`config.mk`:
```
export PLATFORM = sky130hd
export DESIGN_NAME = uart_tx_arbiter
export DESIGN_NICKNAME = d
export VERILOG_FILES = /design/src/rtl/uart_tx_arbiter.sv
export SDC_FILE = /design/constraint.sdc
export NUM_CORES = 1
export LEC_CHECK = 0
export ABC_AREA = 0
export CAP_MARGIN = 0
export CELL_PAD_IN_SITES_DETAIL_PLACEMENT = 0
export CELL_PAD_IN_SITES_GLOBAL_PLACEMENT = 1
export CORE_MARGIN = 2
export CORE_UTILIZATION = 43
export CTS_CLUSTER_DIAMETER = 40
export DETAILED_ROUTE_END_ITERATION = 10
export PLACE_DENSITY_LB_ADDON = 0.1
export SYNTH_ARGS = -nofsm -noshare
export SYNTH_HDL_FRONTEND = slang
export SYNTH_SLANG_ARGS = --single-unit
export TNS_END_PERCENT = 20
```
`constraint.sdc`:
```
create_clock -name CLK_i -period 5 [get_ports CLK_i]
set_input_delay 1 -clock CLK_i [delete_from_list [all_inputs] [get_ports CLK_i]]
set_output_delay 1 -clock CLK_i [all_outputs]
set_load 0.1 [all_outputs]
```
`src/rtl/uart_tx_arbiter.sv`:
```
// Round-robin arbiter sharing one UART transmitter among N_REQ byte requesters.
// Latches the winning byte for the whole frame and runs the tick-sampled start handshake.
module uart_tx_arbiter #(
    parameter int          N_REQ         = 4,
    parameter logic [31:0] START_TIMEOUT = 32'd4096
) (
    input  logic               CLK_i,
    input  logic               Reset_ni,
    input  logic [N_REQ-1:0]   req_valid_i,
    input  logic [8*N_REQ-1:0] req_data_i,
    output logic [N_REQ-1:0]   req_ack_o,
    input  logic               tx_ready_i,
    output logic               tx_start_o,
    output logic [7:0]         tx_data_o,
    output logic [N_REQ-1:0]   grant_o,
    output logic               busy_o,
    output logic               err_o
);

    // state   | meaning
    // S_IDLE  | no owner; grant when a request is pending and the transmitter is ready
    // S_START | start request held high until the transmitter drops ready (or timeout)
    // S_DONE  | frame in flight; wait for ready to return at the stop bit
    typedef enum logic [1:0] {
        S_IDLE  = 2'd0,
        S_START = 2'd1,
        S_DONE  = 2'd2
    } state_t;

    localparam int IW = $clog2(N_REQ);

    state_t             r_state, w_state_nxt;
    logic [IW-1:0]      r_last, w_last_nxt;
    logic [IW-1:0]      r_gidx, w_gidx_nxt;
    logic [31:0]        r_cnt, w_cnt_nxt;
    logic               r_tx_start, w_tx_start_nxt;
    logic [7:0]         r_tx_data, w_tx_data_nxt;
    logic [N_REQ-1:0]   r_grant, w_grant_nxt;
    logic [N_REQ-1:0]   r_ack, w_ack_nxt;
    logic               r_busy, w_busy_nxt;
    logic               r_err, w_err_nxt;

    logic               w_any;
    logic               w_hi_found;
    logic [IW-1:0]      w_hi_idx, w_lo_idx, w_win_idx;
    logic [7:0]         w_hi_byte, w_lo_byte, w_win_byte;
    logic [N_REQ-1:0]   w_win_oh;

    assign w_any = |req_valid_i;

    // Lowest set index above r_last wins; otherwise wrap to the lowest set index overall.
    always_comb begin
        w_hi_found = 1'b0;
        w_hi_idx   = '0;
        w_lo_idx   = '0;
        w_hi_byte  = '0;
        w_lo_byte  = '0;
        for (int i = N_REQ - 1; i >= 0; i--) begin
            if (req_valid_i[i]) begin
                if (i > int'(r_last)) begin
                    w_hi_found = 1'b1;
                    w_hi_idx   = IW'(i);
                    w_hi_byte  = req_data_i[8*i +: 8];
                end else begin
                    w_lo_idx   = IW'(i);
                    w_lo_byte  = req_data_i[8*i +: 8];
                end
            end
        end
        w_win_idx  = w_hi_found ? w_hi_idx  : w_lo_idx;
        w_win_byte = w_hi_found ? w_hi_byte : w_lo_byte;
        w_win_oh   = {{(N_REQ-1){1'b0}}, 1'b1} << w_win_idx;
    end

    always_ff @(posedge CLK_i or negedge Reset_ni) begin
        if (!Reset_ni) begin
            r_state    <= S_IDLE;
            r_last     <= IW'(N_REQ - 1);
            r_gidx     <= '0;
            r_cnt      <= '0;
            r_tx_start <= 1'b0;
            r_tx_data  <= 8'h00;
            r_grant    <= '0;
            r_ack      <= '0;
            r_busy     <= 1'b0;
            r_err      <= 1'b0;
        end else begin
            r_state    <= w_state_nxt;
            r_last     <= w_last_nxt;
            r_gidx     <= w_gidx_nxt;
            r_cnt      <= w_cnt_nxt;
            r_tx_start <= w_tx_start_nxt;
            r_tx_data  <= w_tx_data_nxt;
            r_grant    <= w_grant_nxt;
            r_ack      <= w_ack_nxt;
            r_busy     <= w_busy_nxt;
            r_err      <= w_err_nxt;
        end
    end

    always_comb begin
        w_state_nxt    = r_state;
        w_last_nxt     = r_last;
        w_gidx_nxt     = r_gidx;
        w_cnt_nxt      = r_cnt;
        w_tx_start_nxt = r_tx_start;
        w_tx_data_nxt  = r_tx_data;
        w_grant_nxt    = r_grant;
        w_busy_nxt     = r_busy;
        w_ack_nxt      = '0;
        w_err_nxt      = 1'b0;
        case (r_state)
            S_IDLE: begin
                if (w_any && tx_ready_i) begin
                    w_gidx_nxt     = w_win_idx;
                    w_grant_nxt    = w_win_oh;
                    w_tx_data_nxt  = w_win_byte;
                    w_tx_start_nxt = 1'b1;
                    w_busy_nxt     = 1'b1;
                    w_cnt_nxt      = '0;
                    w_state_nxt    = S_START;
                end
            end
            S_START: begin
                if (!tx_ready_i) begin
                    w_tx_start_nxt = 1'b0;
                    w_ack_nxt      = r_grant;
                    w_last_nxt     = r_gidx;
                    w_state_nxt    = S_DONE;
                end else if (r_cnt == START_TIMEOUT - 32'd1) begin
                    // r_last untouched so the same requester is retried first
                    w_tx_start_nxt = 1'b0;
                    w_grant_nxt    = '0;
                    w_busy_nxt     = 1'b0;
                    w_err_nxt      = 1'b1;
                    w_state_nxt    = S_IDLE;
                end else begin
                    w_cnt_nxt      = r_cnt + 32'd1;
                end
            end
            S_DONE: begin
                if (tx_ready_i) begin
                    w_grant_nxt = '0;
                    w_busy_nxt  = 1'b0;
                    w_state_nxt = S_IDLE;
                end
            end
            default: begin
                w_state_nxt = S_IDLE;
            end
        endcase
    end

    assign tx_start_o = r_tx_start;
    assign tx_data_o  = r_tx_data;
    assign grant_o    = r_grant;
    assign req_ack_o  = r_ack;
    assign busy_o     = r_busy;
    assign err_o      = r_err;

endmodule

```
==> flow_summary_export.csv <==
group,metric,value,unit
cts,clock-root-buffer,"clkbuf_8",
worst_setup_path,critPathMaxFanout,21,
cts,post-cts-setup-buffer-count,0,
cts,cts_tree,"built",
worst_hold_path,min_path_type,"reg2reg",
worst_setup_path,critPathCaptureType,"register",
worst_setup_path,rr_startpoint,"r_cnt[0]$_DFFE_PN0P_",
timing,setup_ws,1.72,ns
job,cap_violations,0,
logic_synthesis,synth_cell_types,53,
place,place_ws,1.38,ns
cts,htreeDepth,3,
logic_synthesis,synth_area_leaders,"dfrtp_1 41%, o21ai_0 4.7%, nand2_1 4.4%",
global_routing,grt-ovfl-total,0,
global_routing,grt_use_total,22.1,%
floorplanning,rows,32,
logic_synthesis,synth_seq_cells,57,
power_and_ir_drop,power_density,510,nW/um^2
detailed_routing,wl,8.93,mm
floorplanning,dieWidth,92.8,um
detailed_routing,vias,3191,
logic_synthesis,synth_top_flop_cell,"dfrtp_1",
worst_setup_path,slowest_stage,"clkdlybuf4s50_1",
cts,clockBufferDepth,2,
cts,cts_hold_buf,0,
timing,setup_tns,0,ns
place,dp_hpwl,6.28,mm
floorplanning,num_io_pins,58,
detailed_routing,drt_iter0_drc,122,
cts,numCtsBuffers,9,
detailed_routing,route.detailed.drc,0,
power_and_ir_drop,irDropWorstVdd,0.410,mV
logic_synthesis,syn_avg_cell_area,8.66,um^2
logic_synthesis,synth_area_leader_cell,"dfrtp_1",
timing,timing.fmax,305,MHz
logic_synthesis,synth_edf_count,0,
worst_setup_path,crit_end,"tx_data_o[4]$_DFFE_PN0P_",
floorplanning,chipHeight,92.8,um
logic_synthesis,ys_warn_count,0,
worst_setup_path,worstSetupStartpointType,"input pin",
cells_and_area,diodes,0,
cells_and_area,fin_nets,485,
cts,cts-resized-gates,0,
global_routing,grt_pass1_vias,3102,
timing,worst_pin_slew,0.978,ns
timing,setup_viol,0,
worst_setup_path,cp-startpoint,"req_valid_i[0]",
timing,max_slew_margin,34.6,%
place,port_buffers,57,
detailed_routing,wl_per_cell,16.3,um
detailed_routing,drt_pre_antenna_iters,4,
floorplanning,die_area,8600,um^2
floorplanning,core-area,7690,um^2
detailed_routing,drtAntennaViolNets,0,
worst_setup_path,reg2reg_depth,6,
floorplanning,start_util,44.1,%
logic_synthesis,yosys.area.top_type_share,40.6,%
logic_synthesis,yosysSeqAreaShare,42.2,%
global_routing,antenna_found_initial,0,
cells_and_area,area_delta_synth_final,25.2,%
logic_synthesis,ys_async_sr_fraction,100,%
worst_setup_path,required,5.28,ns
cells_and_area,fillers,728,
global_routing,grt_max_degree,58,
place,place.gp.congestion,0.850,
cts,cts.sinks,57,
cells_and_area,layout-drive-gt1-share,7.16,%
detailed_routing,via_per_inst,5.81,
timing,hold_viol,0,
worst_setup_path,critPathMaxStageDelay,0.92,ns
worst_setup_path,reg2reg_slack,2.42,ns
outcome,status,"completed",
timing,min_period,3.28,ns
cts,clk_pin_slew,0.07,ns
logic_synthesis,syn-num-nets,434,
timing,fin_worst_skew,0.0117,ns
global_routing,grt_pass1_wl,15.3,mm
logic_synthesis,synth_area,3390,um^2
worst_setup_path,crit_arrival,3.56,ns
timing,rsz0062_at_grt,"false",
timing,report.final.slew_viol_count,0,
timing,fin_crit_sh,65.6,%
worst_setup_path,worstSetupPathType,"in2reg",
worst_setup_path,r2r-end,"r_state[0]$_DFFE_PN0P_",
worst_setup_path,crit_chain,"clkdlybuf4s50_1 > o41a_1 > nand2_1 > buf_4 > nor3_1 > a221o_1",
logic_synthesis,synthCells,391,
cts,clk-insertion-delay-late,0.34,ns
power_and_ir_drop,p_leak,1.67,nW
## synth_stat cells (5+ instances only)
| cell | number |
|---|---|
| a21oi_1 | 23 |
| a221o_1 | 12 |
| a311oi_1 | 6 |
| and2_1 | 7 |
| buf_2 | 5 |
| clkbuf_1 | 16 |
| dfrtp_1 | 55 |
| inv_1 | 10 |
| nand2_1 | 40 |
| nand3_1 | 21 |
| nand4_1 | 15 |
| nor2_1 | 35 |
| nor4_1 | 12 |
| o211ai_1 | 6 |
| o21ai_0 | 32 |
| o31ai_1 | 6 |
| or3_1 | 16 |
| or4_1 | 7 |
| xnor2_1 | 5 |
| xor2_1 | 5 |
## worst max-delay path, delay by kind of cell
| kind | cells | cell delay, ns |
|---|---|---|
| AOI/OAI and AO/OA | 2 | 0.62 |
| buffers and inverters | 2 | 1.14 |
| and+or+nand+nor | 2 | 0.79 |
## through the flow
stage          hold WS, ns  utilization [%]  std cells  power [W]  instance area [um^2]
6_report             0.487             55.2        549    0.00216                  4240
5_1_grt              0.531             55.2        549    0.00229                  4240
4_1_cts              0.484             55.2        549    0.00217                  4240
3_5_place_dp         0.470             52.4        533    0.00170                  4030
3_3_place_gp         0.459             52.4        533    0.00169                  4030
2_1_floorplan        0.444                -        391    0.00142                  3390
## kinds of logic (layout without fill, tap and decap cells)
family / Yosys count / count (layout) / share of synthesized area (%)
fa+ha+maj: 4 / 4 / 1.48
buf+inv: 32 / 88 / 3.73
mux: 4 / 4 / 1.29
compound gates: 109 / 109 / 21.6
xor+xnor: 10 / 10 / 2.59
flops: 57 / 57 / 42.2
simple gates: 175 / 175 / 27.1
## worst min path at each step
| stage | slack [ns] | to | cells past startpoint | from |
|---|---|---|---|---|
| after detailed placement | 0.47 | r_gidx[1]$_DFFE_PN0P_ | 2 | r_gidx[1]$_DFFE_PN0P_ |
| after global routing | 0.53 | r_gidx[0]$_DFFE_PN0P_ | 2 | r_gidx[0]$_DFFE_PN0P_ |
| final | 0.49 | r_gidx[1]$_DFFE_PN0P_ | 2 | r_gidx[1]$_DFFE_PN0P_ |
| after CTS | 0.48 | r_gidx[1]$_DFFE_PN0P_ | 2 | r_gidx[1]$_DFFE_PN0P_ |
| after floorplan | 0.44 | r_gidx[0]$_DFFE_PN0P_ | 2 | r_gidx[0]$_DFFE_PN0P_ |
| after global placement | 0.46 | r_gidx[1]$_DFFE_PN0P_ | 2 | r_gidx[1]$_DFFE_PN0P_ |
## metal layers
layer / up-vias / global-route usage, % / routed length (um)
li1: 1581 / - / -
met1: 1520 / 31.2 / 4180
met2: 84 / 35.3 / 4320
met3: 6 / 4.39 / 364
met4: 0 / 5.27 / 70
met5: - / 0 / 0
## cells in the final DEF (no fill, tap or decap), types with 2 or more instances in the layout
| cell | netlist | routed |
|---|---|---|
| clkdlybuf4s50_1 | 0 | 56 |
| dfrtp_1 | 55 | 55 |
| nand2_1 | 40 | 40 |
| nor2_1 | 35 | 35 |
| o21ai_0 | 32 | 32 |
| a21oi_1 | 23 | 23 |
| nand3_1 | 21 | 21 |
| or3_1 | 16 | 16 |
| nand4_1 | 15 | 15 |
| nor4_1 | 12 | 12 |
| a221o_1 | 12 | 12 |
| inv_1 | 10 | 10 |
| clkbuf_8 | 0 | 9 |
| and2_1 | 7 | 7 |
| or4_1 | 7 | 7 |
| o211ai_1 | 6 | 6 |
| o31ai_1 | 6 | 6 |
| a311oi_1 | 6 | 6 |
| xnor2_1 | 5 | 5 |
| xor2_1 | 5 | 5 |
| buf_4 | 0 | 5 |
| a31oi_1 | 4 | 4 |
| nand2b_1 | 4 | 4 |
| a32o_1 | 4 | 4 |
| ha_1 | 4 | 4 |
| nor3_1 | 3 | 3 |
| nor2b_1 | 3 | 3 |
| o21a_1 | 3 | 3 |
| a221oi_1 | 3 | 3 |
| or2_2 | 2 | 2 |
| nor3b_1 | 2 | 2 |
| mux2_2 | 2 | 2 |
| bufinv_16 | 0 | 2 |
| clkinvlp_4 | 0 | 2 |
| clkbuf_1 | 16 | 2 |
| dfstp_2 | 2 | 2 |
## area by class of cell
cell class	count	area, um^2	share of cell area (%)
multi-input cells	302	1830	43.2
clock buffers	11	131	3.10
flip-flops and latches	57	1430	33.7
well taps	102	128	3.01
inverters	10	37.5	0.885
repair buffers	62	603	14.2
clock inverters	5	80.1	1.89
## sequential cells by signal, indices dropped and copies added (netlist names)
signal      flops
tx_data_o       8
r_cnt          32
grant_o         4
err_o           1
busy_o          1
r_gidx          2
r_last          2
r_state         2
tx_start_o      1
req_ack_o       4
## report_power, final
| group | switching [W] | total [W] | internal (W) | leakage, nW |
|---|---|---|---|---|
| clock | 0.000191 | 0.000471 | 0.000280 | 0.0995 |
| sequential | 0.0000766 | 0.000632 | 0.000555 | 0.760 |
| combinational | 0.000756 | 0.00106 | 0.000303 | 0.809 |
No activity file was read; power rests on OpenSTA's default activity.
